--- src/rtl/dmem_arbiter_if.sv ---
// Requester-side bus for one data-memory client of dmem_arbiter.
// The master drives the request; the slave (arbiter) answers with grant and read data.
interface dmem_arbiter_if #(
  parameter int ADDR_W = 10,
  parameter int DATA_W = 32
);
  logic              req;
  logic [3:0]        we;
  logic [ADDR_W-1:0] addr;
  logic [DATA_W-1:0] wdata;
  logic              gnt;
  logic              rvalid;
  logic [DATA_W-1:0] rdata;

  modport master (output req, we, addr, wdata, input gnt, rvalid, rdata);
  modport slave  (input req, we, addr, wdata, output gnt, rvalid, rdata);
endinterface

--- src/rtl/dmem_arbiter.sv ---
// Shares the single-port data_mem between the core LSU (m0) and DMA/debug (m1),
// one access per cycle, with aging so m1 cannot be starved by a busy core.
module dmem_arbiter #(
  parameter  int ADDR_W   = 10,
  parameter  int DATA_W   = 32,
  parameter  int MAX_WAIT = 4,
  localparam int WAIT_W   = $clog2(MAX_WAIT + 1)
) (
  input  logic              clk,
  input  logic              rst,
  dmem_arbiter_if.slave     m0,
  dmem_arbiter_if.slave     m1,
  output logic [ADDR_W-1:0] dmem_addr_o,
  output logic [3:0]        dmem_we_o,
  output logic              dmem_re_o,
  output logic [DATA_W-1:0] dmem_in_o,
  input  logic [DATA_W-1:0] dmem_out_i,
  output logic [WAIT_W-1:0] wait_cnt_o
);

  logic [WAIT_W-1:0] wait_q, wait_d;
  logic [ADDR_W-1:0] addr_q, addr_d;
  logic [DATA_W-1:0] in_q, in_d;
  logic              pend_q, pend_d;
  logic              owner_q, owner_d;
  logic [DATA_W-1:0] rdata0_q, rdata0_d;
  logic [DATA_W-1:0] rdata1_q, rdata1_d;
  logic              gnt0, gnt1;
  logic              rvalid0, rvalid1;
  logic [3:0]        we_d;
  logic              re_d;

  always_comb begin
    gnt1     = !rst && m1.req && (!m0.req || (wait_q == WAIT_W'(MAX_WAIT)));
    gnt0     = !rst && m0.req && !gnt1;
    addr_d   = addr_q;
    in_d     = in_q;
    we_d     = 4'b0000;
    re_d     = 1'b0;
    if (gnt1) begin
      addr_d = m1.addr;
      in_d   = m1.wdata;
      we_d   = m1.we;
      re_d   = (m1.we == 4'b0000);
    end else if (gnt0) begin
      addr_d = m0.addr;
      in_d   = m0.wdata;
      we_d   = m0.we;
      re_d   = (m0.we == 4'b0000);
    end

    // Aging counter only grows while m1 is actively refused.
    if (m1.req && !gnt1) begin
      wait_d = (wait_q == WAIT_W'(MAX_WAIT)) ? wait_q : wait_q + WAIT_W'(1);
    end else begin
      wait_d = '0;
    end

    pend_d   = re_d;
    owner_d  = gnt1;
    rvalid0  = !rst && pend_q && !owner_q;
    rvalid1  = !rst && pend_q && owner_q;
    rdata0_d = rvalid0 ? dmem_out_i : rdata0_q;
    rdata1_d = rvalid1 ? dmem_out_i : rdata1_q;
  end

  always_ff @(posedge clk) begin
    if (rst) begin
      wait_q   <= '0;
      addr_q   <= '0;
      in_q     <= '0;
      pend_q   <= 1'b0;
      owner_q  <= 1'b0;
      rdata0_q <= '0;
      rdata1_q <= '0;
    end else begin
      wait_q   <= wait_d;
      addr_q   <= addr_d;
      in_q     <= in_d;
      pend_q   <= pend_d;
      owner_q  <= owner_d;
      rdata0_q <= rdata0_d;
      rdata1_q <= rdata1_d;
    end
  end

  // Gating with rst keeps every output at zero even before the first reset edge.
  assign m0.gnt      = gnt0;
  assign m1.gnt      = gnt1;
  assign m0.rvalid   = rvalid0;
  assign m1.rvalid   = rvalid1;
  assign m0.rdata    = rst ? '0 : rdata0_d;
  assign m1.rdata    = rst ? '0 : rdata1_d;
  assign dmem_addr_o = rst ? '0 : addr_d;
  assign dmem_in_o   = rst ? '0 : in_d;
  assign dmem_we_o   = we_d;
  assign dmem_re_o   = re_d;
  assign wait_cnt_o  = rst ? '0 : wait_q;

endmodule

--- src/flat_wrapper.sv ---
// flat-port wrapper written by rule: the top's interface ports become plain ports
module dmem_arbiter_flat 
#(
  parameter  int ADDR_W   = 10,
  parameter  int DATA_W   = 32,
  parameter  int MAX_WAIT = 4,
  localparam int WAIT_W   = $clog2(MAX_WAIT + 1)
)
  (clk, rst, dmem_addr_o, dmem_we_o, dmem_re_o, dmem_in_o, dmem_out_i, wait_cnt_o, m0_req, m0_we, m0_addr, m0_wdata, m0_gnt, m0_rvalid, m0_rdata, m1_req, m1_we, m1_addr, m1_wdata, m1_gnt, m1_rvalid, m1_rdata);
  dmem_arbiter_if #(.ADDR_W(ADDR_W), .DATA_W(DATA_W)) m0_i ();
  dmem_arbiter_if #(.ADDR_W(ADDR_W), .DATA_W(DATA_W)) m1_i ();
  input  logic clk;
  input  logic rst;
  output logic [ADDR_W-1:0] dmem_addr_o;
  output logic [3:0] dmem_we_o;
  output logic dmem_re_o;
  output logic [DATA_W-1:0] dmem_in_o;
  input  logic [DATA_W-1:0] dmem_out_i;
  output logic [WAIT_W-1:0] wait_cnt_o;
  input wire logic [$bits(m0_i.req)-1:0] m0_req;
  input wire logic [$bits(m0_i.we)-1:0] m0_we;
  input wire logic [$bits(m0_i.addr)-1:0] m0_addr;
  input wire logic [$bits(m0_i.wdata)-1:0] m0_wdata;
  output wire logic [$bits(m0_i.gnt)-1:0] m0_gnt;
  output wire logic [$bits(m0_i.rvalid)-1:0] m0_rvalid;
  output wire logic [$bits(m0_i.rdata)-1:0] m0_rdata;
  input wire logic [$bits(m1_i.req)-1:0] m1_req;
  input wire logic [$bits(m1_i.we)-1:0] m1_we;
  input wire logic [$bits(m1_i.addr)-1:0] m1_addr;
  input wire logic [$bits(m1_i.wdata)-1:0] m1_wdata;
  output wire logic [$bits(m1_i.gnt)-1:0] m1_gnt;
  output wire logic [$bits(m1_i.rvalid)-1:0] m1_rvalid;
  output wire logic [$bits(m1_i.rdata)-1:0] m1_rdata;
  assign m0_i.req = m0_req;
  assign m0_i.we = m0_we;
  assign m0_i.addr = m0_addr;
  assign m0_i.wdata = m0_wdata;
  assign m0_gnt = m0_i.gnt;
  assign m0_rvalid = m0_i.rvalid;
  assign m0_rdata = m0_i.rdata;
  assign m1_i.req = m1_req;
  assign m1_i.we = m1_we;
  assign m1_i.addr = m1_addr;
  assign m1_i.wdata = m1_wdata;
  assign m1_gnt = m1_i.gnt;
  assign m1_rvalid = m1_i.rvalid;
  assign m1_rdata = m1_i.rdata;
  dmem_arbiter #(.ADDR_W(ADDR_W), .DATA_W(DATA_W), .MAX_WAIT(MAX_WAIT)) u_core (.clk(clk), .rst(rst), .m0(m0_i), .m1(m1_i), .dmem_addr_o(dmem_addr_o), .dmem_we_o(dmem_we_o), .dmem_re_o(dmem_re_o), .dmem_in_o(dmem_in_o), .dmem_out_i(dmem_out_i), .wait_cnt_o(wait_cnt_o));
endmodule
--- config.mk ---
export PLATFORM = sky130hd
export DESIGN_NAME = dmem_arbiter_flat
export DESIGN_NICKNAME = d
export VERILOG_FILES = /design/src/rtl/dmem_arbiter_if.sv /design/src/rtl/dmem_arbiter.sv /design/src/flat_wrapper.sv
export SDC_FILE = /design/constraint.sdc
export NUM_CORES = 1
export LEC_CHECK = 0
export BUFFER_PORTS_ARGS = -buffer_cell sky130_fd_sc_hd__buf_2
export CAP_MARGIN = 20
export CORE_AREA = 2 2 106 108
export CTS_BUF_LIST = sky130_fd_sc_hd__clkbuf_2 sky130_fd_sc_hd__clkbuf_4 sky130_fd_sc_hd__clkbuf_8
export DETAILED_ROUTE_END_ITERATION = 8
export DIE_AREA = 0 0 108 110
export PLACE_DENSITY = 0.87
export SETUP_SLACK_MARGIN = 0.05
export SLEW_MARGIN = 15
export SYNTH_ARGS = -nofsm -noshare
export SYNTH_HDL_FRONTEND = slang
export SYNTH_SLANG_ARGS = --single-unit
--- constraint.sdc ---
create_clock -name clk -period 1.8 [get_ports clk]
set_input_delay 0.27 -clock clk [delete_from_list [all_inputs] [get_ports clk]]
set_output_delay 0.27 -clock clk [all_outputs]
set_load 0.05 [all_outputs]
---- Word-level counts from Yosys, hierarchy flattened ----
Cells that the tools add are included.
cells by class
  mux-type cells .......................... 15
  equality and inequality tests ........... 1
  $add $sub $neg .......................... 1
  reduce and logical (&&, ||, !) cells .... 16
  bitwise operators ....................... 1
operators with widths
  operator                                                        number
  32-bit 2-to-1 mux                                               7
  10-bit 2-to-1 mux                                               3
  1-bit logical AND                                               8
  4-bit zero test                                                 2
  4-bit 2-to-1 mux                                                2
  1-bit zero test                                                 4
  3-bit by 1-bit adder with 3-bit output (second input constant)  1
  3-bit equality test (second input constant)                     1
  3-bit 2-to-1 mux                                                1
  1-bit 2-to-1 mux                                                2
  2-bit OR reduction                                              1
  1-bit logical OR                                                1
  1-bit inverter                                                  1
word-level totals
  input port bits ......................... 128
  output and inout port bits .............. 118
  register bits ........................... 111

---- Longest topological paths before layout ----
  depth after elaboration ................. 8
  mapped depth ............................ 7

---- Worst setup path after synthesis ----
OpenSTA, ideal clock, no wires.
  kind .................................... reg2out
  start ................................... register u_core.wait_q[0]
  end ..................................... output dmem_addr_o[6]
  slack ................................... -0.533 ns
  required time ........................... 1.530 ns
  path buffers ............................ 2
  data arrival time ....................... 2.063 ns
  stages on the path, launching flop included .. 8
  cell sequence ........................... dfxtp_1 -> inv_1 -> ha_1 -> a21bo_1 -> and2_4 -> buf_6 -> buf_6 -> o31ai_2
on the way
  cells in the longest elaborated chain, start to end .. 8
RTL lines
  item                      line                source
  start: declaration        dmem_arbiter.sv:21  logic [WAIT_W-1:0] wait_q, wait_d;
  start signal: assignment  dmem_arbiter.sv:77  wait_q <= wait_d;
  3-bit equality test (*)   dmem_arbiter.sv:34  gnt1 = !rst && m1.req && (!m0.req || (wait_q == WAIT_W'(MAX_WAIT)));
  1-bit logical OR (*)      dmem_arbiter.sv:34
  1-bit logical AND (*)     dmem_arbiter.sv:34
  via m1_gnt                flat_wrapper.sv:31  output wire logic [$bits(m1_i.gnt)-1:0] m1_gnt;
  1-bit zero test           dmem_arbiter.sv:35  gnt0 = !rst && m0.req && !gnt1;
  1-bit logical AND         dmem_arbiter.sv:35
  10-bit 2-to-1 mux         dmem_arbiter.sv:45  end else if (gnt0) begin
  10-bit 2-to-1 mux (*)     dmem_arbiter.sv:40  if (gnt1) begin
  10-bit 2-to-1 mux (*)     dmem_arbiter.sv:94  assign dmem_addr_o = rst ? '0 : addr_d;
  end: declaration          flat_wrapper.sv:14  output logic [ADDR_W-1:0] dmem_addr_o;
Mark *: on every way through the listed nets, which the timed path passes. The rest lies on a longest branch.

---- Worst setup path in the final report ----
  start ................................... register u_core.wait_q[0]
  end ..................................... output dmem_in_o[1]
on the way
  cells in the longest elaborated chain, start to end .. 8
RTL lines
  item                     line                source
  3-bit equality test (*)  dmem_arbiter.sv:34
  1-bit logical OR (*)     dmem_arbiter.sv:34
  1-bit logical AND (*)    dmem_arbiter.sv:34
  1-bit zero test          dmem_arbiter.sv:35
  1-bit logical AND        dmem_arbiter.sv:35
  32-bit 2-to-1 mux        dmem_arbiter.sv:45
  32-bit 2-to-1 mux (*)    dmem_arbiter.sv:40
  32-bit 2-to-1 mux (*)    dmem_arbiter.sv:95  assign dmem_in_o = rst ? '0 : in_d;
  end: declaration         flat_wrapper.sv:17  output logic [DATA_W-1:0] dmem_in_o;
Every way passes the cells marked *; elsewhere a longest branch is shown, timed or not.

==> results.sh <==
export IMPL_result_of_the_run="complete, but fails checks"
export IMPL_violations="negative setup slack"
export IMPL_finalCriticalPeriod_ns=2.368
export IMPL_cts_tree="yes"
export IMPL_crit_path_max_fanout=13
export IMPL_postSynthRegisterBits=111
export IMPL_cts_hold_repair_buffers=0
export IMPL_postSynthCellCount=520
export IMPL_grt_pass1_wl_um=37350
export IMPL_drt_first_iter_violations=762
export IMPL_worst_hold_path_class="input port to flip-flop"
export IMPL_worst_r2r_cell_count=11
export IMPL_fin_worst_skew_ns=0.02627
export IMPL_fmax_mhz=422.3
export IMPL_ys_warn_count=0
export IMPL_cp_endpoint="dmem_in_o[1]"
export IMPL_timing_critical_path_to_type="output pin"
export IMPL_placedCellCount=907
export IMPL_p_sw_frac=0.3383
export IMPL_hold_violations_final=0
export IMPL_via_count=6468
export IMPL_crit_path_start_kind="flip-flop"
export IMPL_clk_root_buffer_cell="clkbuf_8"
export IMPL_critical_path_max_stage_delay_ns=0.34
export IMPL_worst_endpoint_arrival_ns=2.10
export IMPL_final_max_slew_violation_count=0
export IMPL_netSwitchingPower_mw=1.959
export IMPL_placement_io_buffers=245
export IMPL_crit_path_start="u_core.wait_q[0]"
export IMPL_clock_buffer_depth=2
export IMPL_synth_seq_area_share=0.4502
export IMPL_layout_cells_excl_fill=1009
export IMPL_post_route_cell_area_um2=10130
export IMPL_cts_inserted_buffers=9
export IMPL_clock_latency_ns=0.40
export IMPL_die_w_um=108
export IMPL_detailed_place_area_um2=7099
export IMPL_comb_power_share=0.263
export IMPL_finalNetCount=992
export IMPL_synth_cell_area_um2=4936
export IMPL_cp_cell_sequence="inv_2, ha_4, a21bo_1, buf_4, buf_12, nand3_1, o31ai_4, buf_6"
export IMPL_htree_levels=3
export IMPL_die_height_um=110
export IMPL_power_density_nw_per_um2=571.6
export IMPL_post_synthesis_average_cell_area_um2=9.492
export IMPL_worstReg2RegStart="u_core.owner_q"
export IMPL_timing_slew_headroom=0.6247
export IMPL_final_layout_size_suffix_gt1_frac=0.6621
export IMPL_critical_path_reg2reg_endpoint="u_core.rdata1_q[16]"
export IMPL_worst_pin_slew_ns=0.5578
export IMPL_internal_power_mw=3.832
export IMPL_power_ir_vdd_worst_uv=458.5
export IMPL_clock_sinks=111
export IMPL_areaGrowthSynthToFinish_pct=105.3
export IMPL_fp_coreArea_um2=10700
export IMPL_routed_wirelength_um=30680
export IMPL_crit_type="flip-flop to output pin"
export IMPL_fin_tns_setup_ns=-41.22
export IMPL_grtUsageTotal=0.4224
export IMPL_dp_hpwl_um=11350
export IMPL_postSynthNetCount=650
export IMPL_antenna_left=0
export IMPL_initial_antenna_violation_count=2
export IMPL_setup_viol_count_final=117
export IMPL_grt_setup_unrepaired="true"
export IMPL_max_cap_viol_count=0
export IMPL_grt_ovfl_total=0
export IMPL_post_route_period_util=1.316
export IMPL_drc_errors=0
export IMPL_synth_cell_type_count=25
export IMPL_p_clk_frac=0.291
export IMPL_clock_pin_slew_worst_setup_and_hold_paths_ns=0.12
export IMPL_crit_path_top_delay_cell="dfxtp_2"
export IMPL_grt_max_degree=46
export IMPL_detail_route_first_pass_iterations=7
export IMPL_rows=38
export IMPL_rrSetupSlack_ns=-0.18
export IMPL_design_die_area_um2=11880
export IMPL_power_share_sequential=0.446
export IMPL_leakagePower_nw=4.626
export IMPL_wire_per_inst_um=30.40
export IMPL_worst_slack_ns=-0.5680
export IMPL_initial_util=0.4614
export IMPL_routabilityCongestion=0.8780
export IMPL_crit_required_ns=1.53
export IMPL_pin_count=246
export IMPL_first_global_vias=6416
export IMPL_vias_per_cell=6.410
placed cells by master (no fill, tap or decap), drive strengths merged, types with 12 or more instances in the layout:
cell type | netlist | layout
nand4b | 26 | 26
o21ai | 38 | 38
mux2i | 43 | 43
clkbuf | 24 | 12
nand2 | 103 | 103
dfxtp | 111 | 111
nand3b | 33 | 33
buf | 26 | 380
nand3 | 21 | 21
nand2b | 32 | 32
o31ai | 42 | 42
cells by family after synthesis:
logic type / count (synthesis) / share of synthesized area
compound gates: 81 / 0.1470
buf+inv: 53 / 0.05551
mux: 43 / 0.08720
flops: 111 / 0.4502
simple gates: 230 / 0.2550
fa+ha+maj: 2 / 0.005069
synth_stat cells:
library cell | n | share of area
buf_2 | 15 | 0.015
and2_4 | 1 | 0.0018
and2_1 | 1 | 0.0013
clkbuf_1 | 24 | 0.018
dfxtp_1 | 111 | 0.45
mux2i_1 | 43 | 0.087
nand2_1 | 103 | 0.078
buf_4 | 3 | 0.0046
nand4b_1 | 26 | 0.046
buf_6 | 6 | 0.014
nand3b_1 | 33 | 0.050
nor3b_1 | 2 | 0.0030
inv_2 | 1 | 0.00076
buf_1 | 2 | 0.0015
nand3_1 | 21 | 0.021
nand2b_1 | 32 | 0.041
nor2_1 | 4 | 0.0030
o31ai_2 | 42 | 0.11
nor4_1 | 2 | 0.0025
and4_1 | 1 | 0.0018
a21bo_1 | 1 | 0.0020
nor2b_1 | 4 | 0.0051
o21ai_1 | 38 | 0.039
ha_1 | 2 | 0.0051
inv_1 | 2 | 0.0015
worst min-delay path by stage:
stage                          endpoint                 from  depth (start not counted)
detailed placement   u_core.rdata0_q[2]   u_core.rdata0_q[2]                          2
floorplan              u_core.wait_q[0]     u_core.wait_q[0]                          1
CTS                 u_core.rdata1_q[29]       dmem_out_i[29]                          3
finish               u_core.rdata0_q[6]        dmem_out_i[6]                          3
global placement    u_core.rdata0_q[31]  u_core.rdata0_q[31]                          2
global route        u_core.rdata0_q[21]       dmem_out_i[21]                          3
flip-flops by register name, summed over array words and instances, names as in the netlist:
signal           flops
u_core.rdata1_q     32
u_core.pend_q        1
u_core.in_q         32
u_core.rdata0_q     32
u_core.addr_q       10
u_core.wait_q        3
u_core.owner_q       1
what timing repair did:
| action | CTS | global route |
|---|---|---|
| gates cloned | 14 | 1 |
| gates resized for setup | 438 | 90 |
| pin swaps | 73 | 44 |
| endpoints found under the setup margin | 115 | 117 |
| buffers inserted | 45 | 36 |
metal layers:
layer	global-route usage	part of all wire	up-vias
met5	0	0	-
met4	0.2839	0.087	0
met3	0.1429	0.13	250
met2	0.7026	0.45	709
met1	0.4581	0.34	3004
li1	-	-	2505
stage by stage:
step | hold slack (ns) | power [mW] | setup WS (ns) | util
4_1_cts | 0.1233 | 5.548 | -0.3896 | 0.8970
6_report | 0.1344 | 5.791 | -0.5680 | 0.9471
3_5_place_dp | 0.4573 | 3.824 | -0.1138 | 0.6636
5_1_grt | 0.1361 | 5.892 | -0.6658 | 0.9471
2_1_floorplan | 0.4102 | 3.459 | -0.1133 | -
3_3_place_gp | 0.4528 | 3.788 | -0.07004 | 0.6636
power by group through the flow:
stage	Combinational [mW]	Clock (mW)	Sequential, mW
3_5_place_dp	1.20	0	2.63
5_1_grt	1.55	1.75	2.59
6_report	1.52	1.69	2.58
2_1_floorplan	0.842	0	2.62
3_3_place_gp	1.17	0	2.62
4_1_cts	1.40	1.58	2.57
layout make-up:
cell class              count  area (µm²)
repair buffers            381        3761
well taps                 140       175.2
inverters                   3       11.26
fillers                   261       565.5
multi-input cells         356        3750
flip-flops and latches    111        2227
diodes                      2       5.005
clock buffers              11       138.9
clock inverters             5       63.81
critical path, delay by kind of cell, from the launching register on:
family	cells	cell delay, ns
fa+ha+maj	1	0.14
simple gates	1	0.24
compound gates	2	0.34
buf+inv	4	0.65
flops	1	0.34
(Power assumes the default switching activity.)
